<file path="config.mk">
export PLATFORM = sky130hd
export DESIGN_NAME = xc_sha2_sigma
export DESIGN_NICKNAME = d
export VERILOG_FILES = /design/src/rtl/xc_sha2_pkg.sv /design/src/rtl/xc_sha2_sigma_core.sv /design/src/rtl/xc_sha2_sigma.sv
export SDC_FILE = /design/constraint.sdc
export NUM_CORES = 1
export LEC_CHECK = 0
export BUFFER_PORTS_ARGS = -buffer_cell sky130_fd_sc_hd__buf_4
export CORE_MARGIN = 1.5
export CORE_UTILIZATION = 53
export CTS_BUF_LIST = sky130_fd_sc_hd__clkbuf_8
export CTS_CLUSTER_DIAMETER = 80
export DETAILED_ROUTE_END_ITERATION = 6
export PLACE_DENSITY = 0.8
export SYNTH_ARGS = -nofsm -noshare
export SYNTH_HDL_FRONTEND = slang
export SYNTH_SLANG_ARGS = --single-unit
</file>
<file path="constraint.sdc">
create_clock -name g_clk -period 2 [get_ports g_clk]
set_input_delay 0.6 -clock g_clk [delete_from_list [all_inputs] [get_ports g_clk]]
set_output_delay 0.6 -clock g_clk [all_outputs]
set_load 0.02 [all_outputs]
</file>
<file path="src/rtl/xc_sha2_pkg.sv">
// rtl/xc_sha2_pkg.sv - shared encodings, rotate amounts and FSM states for the SHA-2 sigma unit
package xc_sha2_pkg;

  localparam logic [1:0] SS_S0  = 2'b00;
  localparam logic [1:0] SS_S1  = 2'b01;
  localparam logic [1:0] SS_BS0 = 2'b10;
  localparam logic [1:0] SS_BS1 = 2'b11;

  localparam logic ALG_SHA256 = 1'b0;
  localparam logic ALG_SHA512 = 1'b1;

  localparam int R256_S0_A  = 7;
  localparam int R256_S0_B  = 18;
  localparam int R256_S0_C  = 3;
  localparam int R256_S1_A  = 17;
  localparam int R256_S1_B  = 19;
  localparam int R256_S1_C  = 10;
  localparam int R256_BS0_A = 2;
  localparam int R256_BS0_B = 13;
  localparam int R256_BS0_C = 22;
  localparam int R256_BS1_A = 6;
  localparam int R256_BS1_B = 11;
  localparam int R256_BS1_C = 25;

  localparam int R512_S0_A  = 1;
  localparam int R512_S0_B  = 8;
  localparam int R512_S0_C  = 7;
  localparam int R512_S1_A  = 19;
  localparam int R512_S1_B  = 61;
  localparam int R512_S1_C  = 6;
  localparam int R512_BS0_A = 28;
  localparam int R512_BS0_B = 34;
  localparam int R512_BS0_C = 39;
  localparam int R512_BS1_A = 14;
  localparam int R512_BS1_B = 18;
  localparam int R512_BS1_C = 41;

  typedef enum logic [1:0] {
    ST_IDLE = 2'd0,
    ST_ONE  = 2'd1,
    ST_LO   = 2'd2,
    ST_HI   = 2'd3
  } state_t;

  function automatic logic [31:0] ror32(input logic [31:0] x, input int n);
    return (x >> n) | (x << (32 - n));
  endfunction

  function automatic logic [63:0] ror64(input logic [63:0] x, input int n);
    return (x >> n) | (x << (64 - n));
  endfunction

endpackage

</file>
<file path="src/rtl/xc_sha2_sigma_core.sv">
// rtl/xc_sha2_sigma_core.sv - combinational SHA-256/SHA-512 sigma datapath
module xc_sha2_sigma_core
  import xc_sha2_pkg::*;
(
  input  logic [63:0] operand,
  input  logic        alg,
  input  logic [1:0]  ss,
  output logic [63:0] result
);

  logic [31:0] w;
  logic [31:0] r256;
  logic [63:0] r512;

  assign w = operand[31:0];

  always_comb begin
    r256 = '0;
    r512 = '0;
    case (ss)
      SS_S0: begin
        r256 = ror32(w, R256_S0_A) ^ ror32(w, R256_S0_B) ^ (w >> R256_S0_C);
        r512 = ror64(operand, R512_S0_A) ^ ror64(operand, R512_S0_B) ^ (operand >> R512_S0_C);
      end
      SS_S1: begin
        r256 = ror32(w, R256_S1_A) ^ ror32(w, R256_S1_B) ^ (w >> R256_S1_C);
        r512 = ror64(operand, R512_S1_A) ^ ror64(operand, R512_S1_B) ^ (operand >> R512_S1_C);
      end
      SS_BS0: begin
        r256 = ror32(w, R256_BS0_A) ^ ror32(w, R256_BS0_B) ^ ror32(w, R256_BS0_C);
        r512 = ror64(operand, R512_BS0_A) ^ ror64(operand, R512_BS0_B) ^ ror64(operand, R512_BS0_C);
      end
      default: begin
        r256 = ror32(w, R256_BS1_A) ^ ror32(w, R256_BS1_B) ^ ror32(w, R256_BS1_C);
        r512 = ror64(operand, R512_BS1_A) ^ ror64(operand, R512_BS1_B) ^ ror64(operand, R512_BS1_C);
      end
    endcase
  end

  // SHA-256 results are sign-extended so RV64 register writeback needs no extra step.
  assign result = (alg == ALG_SHA512) ? r512 : {{32{r256[31]}}, r256};

endmodule

</file>
<file path="src/rtl/xc_sha2_sigma.sv">
// rtl/xc_sha2_sigma.sv - SHA-2 sigma unit with valid/ready handshake and two-beat SHA-512 on RV32
module xc_sha2_sigma
  import xc_sha2_pkg::*;
#(
  parameter int XLEN      = 64,
  parameter bit SHA512_EN = 1'b1
) (
  input  logic            g_clk,
  input  logic            g_reset,
  input  logic            req_valid,
  output logic            req_ready,
  input  logic            req_alg,
  input  logic [1:0]      req_ss,
  input  logic [XLEN-1:0] req_rs1,
  input  logic [XLEN-1:0] req_rs2,
  output logic            rsp_valid,
  input  logic            rsp_ready,
  output logic [XLEN-1:0] rsp_result,
  output logic            rsp_last,
  output logic            rsp_illegal
);

  state_t          state, state_nxt;
  logic            accept, two_beat, illegal;
  logic [63:0]     operand, core_res;
  logic [XLEN-1:0] res_q;
  logic [31:0]     hi_q;
  logic            last_q, ill_q;

  generate
    if (XLEN == 64) begin : g_x64
      logic unused_rs2;
      assign operand    = 64'(req_rs1);
      assign unused_rs2 = ^req_rs2;
    end else if (XLEN == 32) begin : g_x32
      assign operand = {req_rs2, req_rs1};
    end else begin : g_bad_xlen
      $error("xc_sha2_sigma: XLEN must be 32 or 64");
    end
  endgenerate

  xc_sha2_sigma_core u_core (
    .operand (operand),
    .alg     (req_alg),
    .ss      (req_ss),
    .result  (core_res)
  );

  assign two_beat = (XLEN == 32) && (req_alg == ALG_SHA512) && SHA512_EN;
  assign illegal  = (req_alg == ALG_SHA512) && !SHA512_EN;

  always_ff @(posedge g_clk) begin
    if (g_reset) state <= ST_IDLE;
    else         state <= state_nxt;
  end

  always_comb begin
    state_nxt = state;
    case (state)
      ST_IDLE: if (accept) state_nxt = two_beat ? ST_LO : ST_ONE;
      ST_LO:   if (rsp_ready) state_nxt = ST_HI;
      ST_ONE, ST_HI: begin
        if (rsp_ready) state_nxt = accept ? (two_beat ? ST_LO : ST_ONE) : ST_IDLE;
      end
      default: state_nxt = ST_IDLE;
    endcase
  end

  always_comb begin
    req_ready = (state == ST_IDLE) || (((state == ST_ONE) || (state == ST_HI)) && rsp_ready);
    rsp_valid = (state != ST_IDLE);
    accept    = req_valid && req_ready;
  end

  // Whole result is captured at accept; the HI beat replays the stored upper half.
  always_ff @(posedge g_clk) begin
    if (g_reset) begin
      res_q  <= '0;
      hi_q   <= '0;
      last_q <= 1'b0;
      ill_q  <= 1'b0;
    end else if (accept) begin
      res_q  <= illegal ? '0 : core_res[XLEN-1:0];
      hi_q   <= two_beat ? core_res[63:32] : '0;
      last_q <= !two_beat;
      ill_q  <= illegal;
    end else if ((state == ST_LO) && rsp_ready) begin
      res_q  <= XLEN'(hi_q);
      last_q <= 1'b1;
    end
  end

  assign rsp_result  = res_q;
  assign rsp_last    = last_q;
  assign rsp_illegal = ill_q;

endmodule
</file>
After elaboration in Yosys (flattened, before gate mapping)
Index checks and enable logic that the tools add are counted.
{ "op_classes": {"n_mul": 0, "n_reduce_logical": 11, "eq_ne": 8, "div": 0, "shifts": 0, "addsub": 0, "n_mux": 12, "magnitude_cmp": 0, "n_bitwise": 36} }
{ "ops": {"columns": ["cell", "count"], "rows": [
  ["$xor A64 B64 Y64", 6],
  ["$mux W64", 3],
  ["$pmux W64 S3", 1],
  ["$xor A32 B32 Y32", 6],
  ["$pmux W32 S3", 1],
  ["$or A23 B64 Y64", 1],
  ["$or A25 B64 Y64", 1],
  ["$or A3 B64 Y64", 1],
  ["$or A30 B64 Y64", 1],
  ["$or A36 B64 Y64", 1],
  ["$or A45 B64 Y64", 1],
  ["$or A46 B64 Y64", 1],
  ["$or A50 B64 Y64", 1],
  ["$or A56 B64 Y64", 1],
  ["$or A63 B64 Y64", 1],
  ["$xor A64 B57 Y64", 1],
  ["$xor A64 B58 Y64", 1],
  ["$or A10 B32 Y32", 1],
  ["$or A13 B32 Y32", 1],
  ["$or A14 B32 Y32", 1],
  ["$or A15 B32 Y32", 1],
  ["$or A19 B32 Y32", 1],
  ["$or A21 B32 Y32", 1],
  ["$or A25 B32 Y32", 1],
  ["17 further kinds", 31]
]} }
{ "word_totals": {"in_bits": 135, "latchBits": 0, "reg_bits": 67, "rom_bits": 0, "mem_count": 0, "ram_bits": 0} }

Depth between registers and ports, before layout
{ "depth": {"word_depth": 8, "ltp_mapped": 8, "mapped_depth_nobuf": 5} }

Cells and area by module
A second synthesis with hierarchy kept.
{ "hier_totals": {"hier_cells": 1255, "area_unflattened_um2": 12493.2} }
{ "modules_own_cells": {"columns": ["mod", "area_per_inst_um2", "seq_area_each_um2", "cells_each", "instances"], "rows": [
  ["xc_sha2_sigma_core", 10311.1, 0.0, 1093, 1],
  ["xc_sha2_sigma", 2182.1, 1341.3, 162, 1]
]} }

Worst setup path after synthesis
Ideal clock, no wire load.
{ "synth_path": {"path_kind": "input to register", "from": "in req_rs1[12]", "to": "reg res_q[54] (netlist: rsp_result[54])", "path_slack_ps": -104, "t_arrival_ps": 2043, "t_required_ps": 1939, "path_stages": 7, "path_buffers": 2, "path_cell_list": "buf_2 -> xnor2_1 -> xnor2_1 -> mux2i_1 -> o41ai_4 -> buf_6 -> a32o_1"} }
{ "synth_via": {"elab_chain_cells": 6} }
{ "synth_rtl": {"columns": ["item", "line_no", "source"], "rows": [
  ["from (decl)", "xc_sha2_sigma.sv:14", "input logic [XLEN-1:0] req_rs1,"],
  ["$or A19 B32 Y32", "xc_sha2_pkg.sv:46", "return (x >> n) | (x << (32 - n));"],
  ["$xor A32 B32 Y32 (2 in a row)", "xc_sha2_sigma_core.sv:30", "r256 = ror32(w, R256_BS0_A) ^ ror32(w, R256_BS0_B) ^ ror32(w, R256_BS0_C);"],
  ["$pmux W32 S3", "xc_sha2_sigma_core.sv:20", "case (ss)"],
  ["$mux W64", "xc_sha2_sigma_core.sv:41", "assign result = (alg == ALG_SHA512) ? r512 : {{32{r256[31]}}, r256};"],
  ["$mux W64", "xc_sha2_sigma.sv:82", "end else if (accept) begin"],
  ["to (signal assigned)", "xc_sha2_sigma.sv:83", "res_q <= illegal ? '0 : core_res[XLEN-1:0];"],
  ["to (signal assigned)", "xc_sha2_sigma.sv:88", "res_q <= XLEN'(hi_q);"],
  ["to (decl)", "xc_sha2_sigma.sv:26", "logic [XLEN-1:0] res_q;"]
]} }
Every way passes these cells.
A chain may end at the register's enable or synchronous reset.

Final worst setup path
{ "layout_path": {"from": "in req_rs1[12]", "to": "reg res_q[37] (netlist: rsp_result[37])"} }
{ "layout_via": {"elab_chain_cells": 6} }
{ "layout_rtl": {"columns": ["item", "line_no"], "rows": [
  ["$or A19 B32 Y32", "xc_sha2_pkg.sv:46"],
  ["$xor A32 B32 Y32 (2 in a row)", "xc_sha2_sigma_core.sv:30"],
  ["$pmux W32 S3", "xc_sha2_sigma_core.sv:20"],
  ["$mux W64 (*)", "xc_sha2_sigma_core.sv:41"],
  ["$mux W64 (*)", "xc_sha2_sigma.sv:82"]
]} }
Every way passes the cells marked *; elsewhere a longest branch is shown, timed or not.

==> run metrics <==
CTS HTree Levels=3; area grow syn2layout=43.57%; Final Cell Area=~15000 um2; crit path DAT=between 2000 and 2500 ps; Slew Limit Fails=0; vias in the first global route=approximately 12000; post-synthesis cell count=1256; clock skew=roughly 19 ps; min-delay worst type=register to register; RD Place Congestion=1.113; initial core utilization=54.40%; synthesized area per cell=roughly 8.5 um2; Die H=144.8 um; unrepaired setup endpoints after global routing=false; Final setup viols=1; Port Buffers=137; Fillers=~1500; io pins=approximately 200; VDD IR max=0.4469 mV; CTS tree=built; failing checks=design-rule violations, negative setup slack; Mapped Nets=between 1000 and 1500; Lkg Pwr=roughly 6.6 nW; Final Util=between 70% and 80%; CP Data Required Time=2270 ps; initial antenna violation count=1; placed cell count=approximately 1900; number of synthesized flops with an enable pin=0; Max-Cap Viols=0; all-layer global routing usage=just over 50%; initial drt markers=~1700; status=finished with violations; crit path max fanout=15; first-pass GRT wire length=approximately 75000 um; final worst slack=-17.14 ps; ANT nets after route=0; sequential share of the synthesized area=approximately 13%; via count=between 10000 and 15000; CTS max path bufs=2; fraction of registers with async set/reset=0%; Max-slew headroom=52.19%; DRT Wirelength=around 54000 um; diode count=0; Setup crit start=req_rs1[12]; TritonCTS Buffers=9; Worst Tran Pin Value=712.1 ps; Max Clk Rate=approximately 500 MHz; hold buffers post-CTS=0; critical path class=input port to register; largest net degree at the start of global routing=36; sum of negative setup slack=-17.14 ps; CTS sink count=67; post-synth cell types=54; post-route insts no fill=between 1500 and 2000; FP Rows=~50; drt first pass iters=7; Layout Nets=roughly 1800; Power Dens Cells=slightly above 500 nW/um2; Worst Setup End Kind=register; Remaining DRCs=1; Design Power=7.721 mW; Hold Path Origin=rsp_result[29]$_SDFFE_PP0P_; clock slew at reported path FFs=roughly 90 ps; Startpoint Class=input port; Cell Area, Placed=between 15000 and 20000 um2; most frequent cells in the layout=buf_4, xnor2_1, o21ai_0, xor2_1, dfxtp_1; DR WL/cell=27.58 um; root buffer cell=clkbuf_8; die span in x=144.8 um; FF-to-FF Start=state[1]$_SDFFE_PP0P_; worst hold slack=471.2 ps; DP Worst Slack=-377.7 ps; vias per cell=6.269; Cell Area, Synth=approximately 11000 um2; die area=between 20000 and 25000 um2; worst skew pair latency=390 ps; Yosys reg bits=between 60 and 70; layout cell share with drive strength beyond 1=37.32%; commonest non-fill, non-tap cell in the layout=buf_4; Most used DFF post-synth=dfxtp_1; Hold Vio Cnt, Final=0; Core ar.=19590 um2; GRT Residual Overflow=0; dpl hpwl=about 42000 um; Warnings, synthesis=0; minimum clock period=~2000 ps; Tcrit/Tclk final=100.9%
## layer usage
layer	GRT usage, %	share of wire, %	vias to the layer above	routed length, um
li1	-	-	5137	-
met1	62.24	36	5697	19390
met2	75.16	41	1040	22100
met3	14.71	14	318	7299
met4	38.54	9.0	2	4840
met5	0	0.032	-	17
## cells by family after synthesis
group	count (synthesis)	synth area share, %
AOI/OAI and AO/OA	281	19.99
xor gates and xnor gates	565	49.01
DFF	67	12.59
muxes	46	5.154
other	1	0.03519
buffers and inverters	174	7.854
and+or+nand+nor	122	5.365
## state kept, by name, summed over array words and instances (netlist names)
signal	cells
state	2
rsp_last	1
rsp_result	64
## cell usage after synthesis (7+ instances only)
cell / count / area (um2)
a211o_1: 21 / 183.9
buf_2: 105 / 525.5
a221oi_2: 8 / 120.1
mux2i_1: 38 / 380.4
a21oi_1: 13 / 65.06
a222oi_1: 27 / 270.3
clkbuf_1: 49 / 183.9
dfxtp_1: 67 / 1341
nand2_1: 29 / 108.9
mux4_2: 7 / 157.7
a221o_1: 7 / 70.07
nor2b_1: 8 / 50.05
nor2_1: 48 / 180.2
inv_1: 9 / 33.78
a221oi_1: 12 / 105.1
o22ai_1: 19 / 118.9
xnor3_1: 20 / 450.4
a22oi_1: 34 / 255.2
o21ai_0: 86 / 430.4
a22o_1: 29 / 254.0
nand2b_1: 15 / 93.84
xnor2_1: 463 / 4055
xor2_1: 82 / 718.2
## path summary, 6_finish.rpt
kind	endpoint	slack, ps	cells after the start
setup / recovery	rsp_result[37]$_SDFFE_PP0P_	-20	7
hold / removal	rsp_result[29]$_SDFFE_PP0P_	470	2
setup reg to reg	rsp_result[33]$_SDFFE_PP0P_	50	8
hold reg to reg	rsp_result[29]$_SDFFE_PP0P_	470	2
## critical path, stage by stage
cell	delay [ps]
buf_4	130
buf_12	160
xnor2_1	280
xnor2_1	130
a222oi_1	510
o21ai_0	220
a22o_1	230
## cell type report
class | count | area, um2 | share of cell area, %
Timing Repair Buffer | 572 | 4828 | 31.56
Multi-Input combinational cell | 1015 | 8588 | 56.13
Sequential cell | 67 | 1341 | 8.766
Inverter | 10 | 38.79 | 0.2535
Clock inverter | 7 | 48.80 | 0.3189
Clock buffer | 9 | 123.9 | 0.8096
Tap cell | 265 | 331.6 | 2.167
## what timing repair did
action	CTS	global route
endpoints found under the setup margin	0	15
buffers inserted	0	4
resized for setup	0	7
## power breakdown
group	switching, mW	internal (mW)	leakage, nW
registers	0.0778	1.47	0.551
logic	2.60	2.43	5.93
clock network	0.684	0.458	0.0902
(Power assumes the default switching activity.)
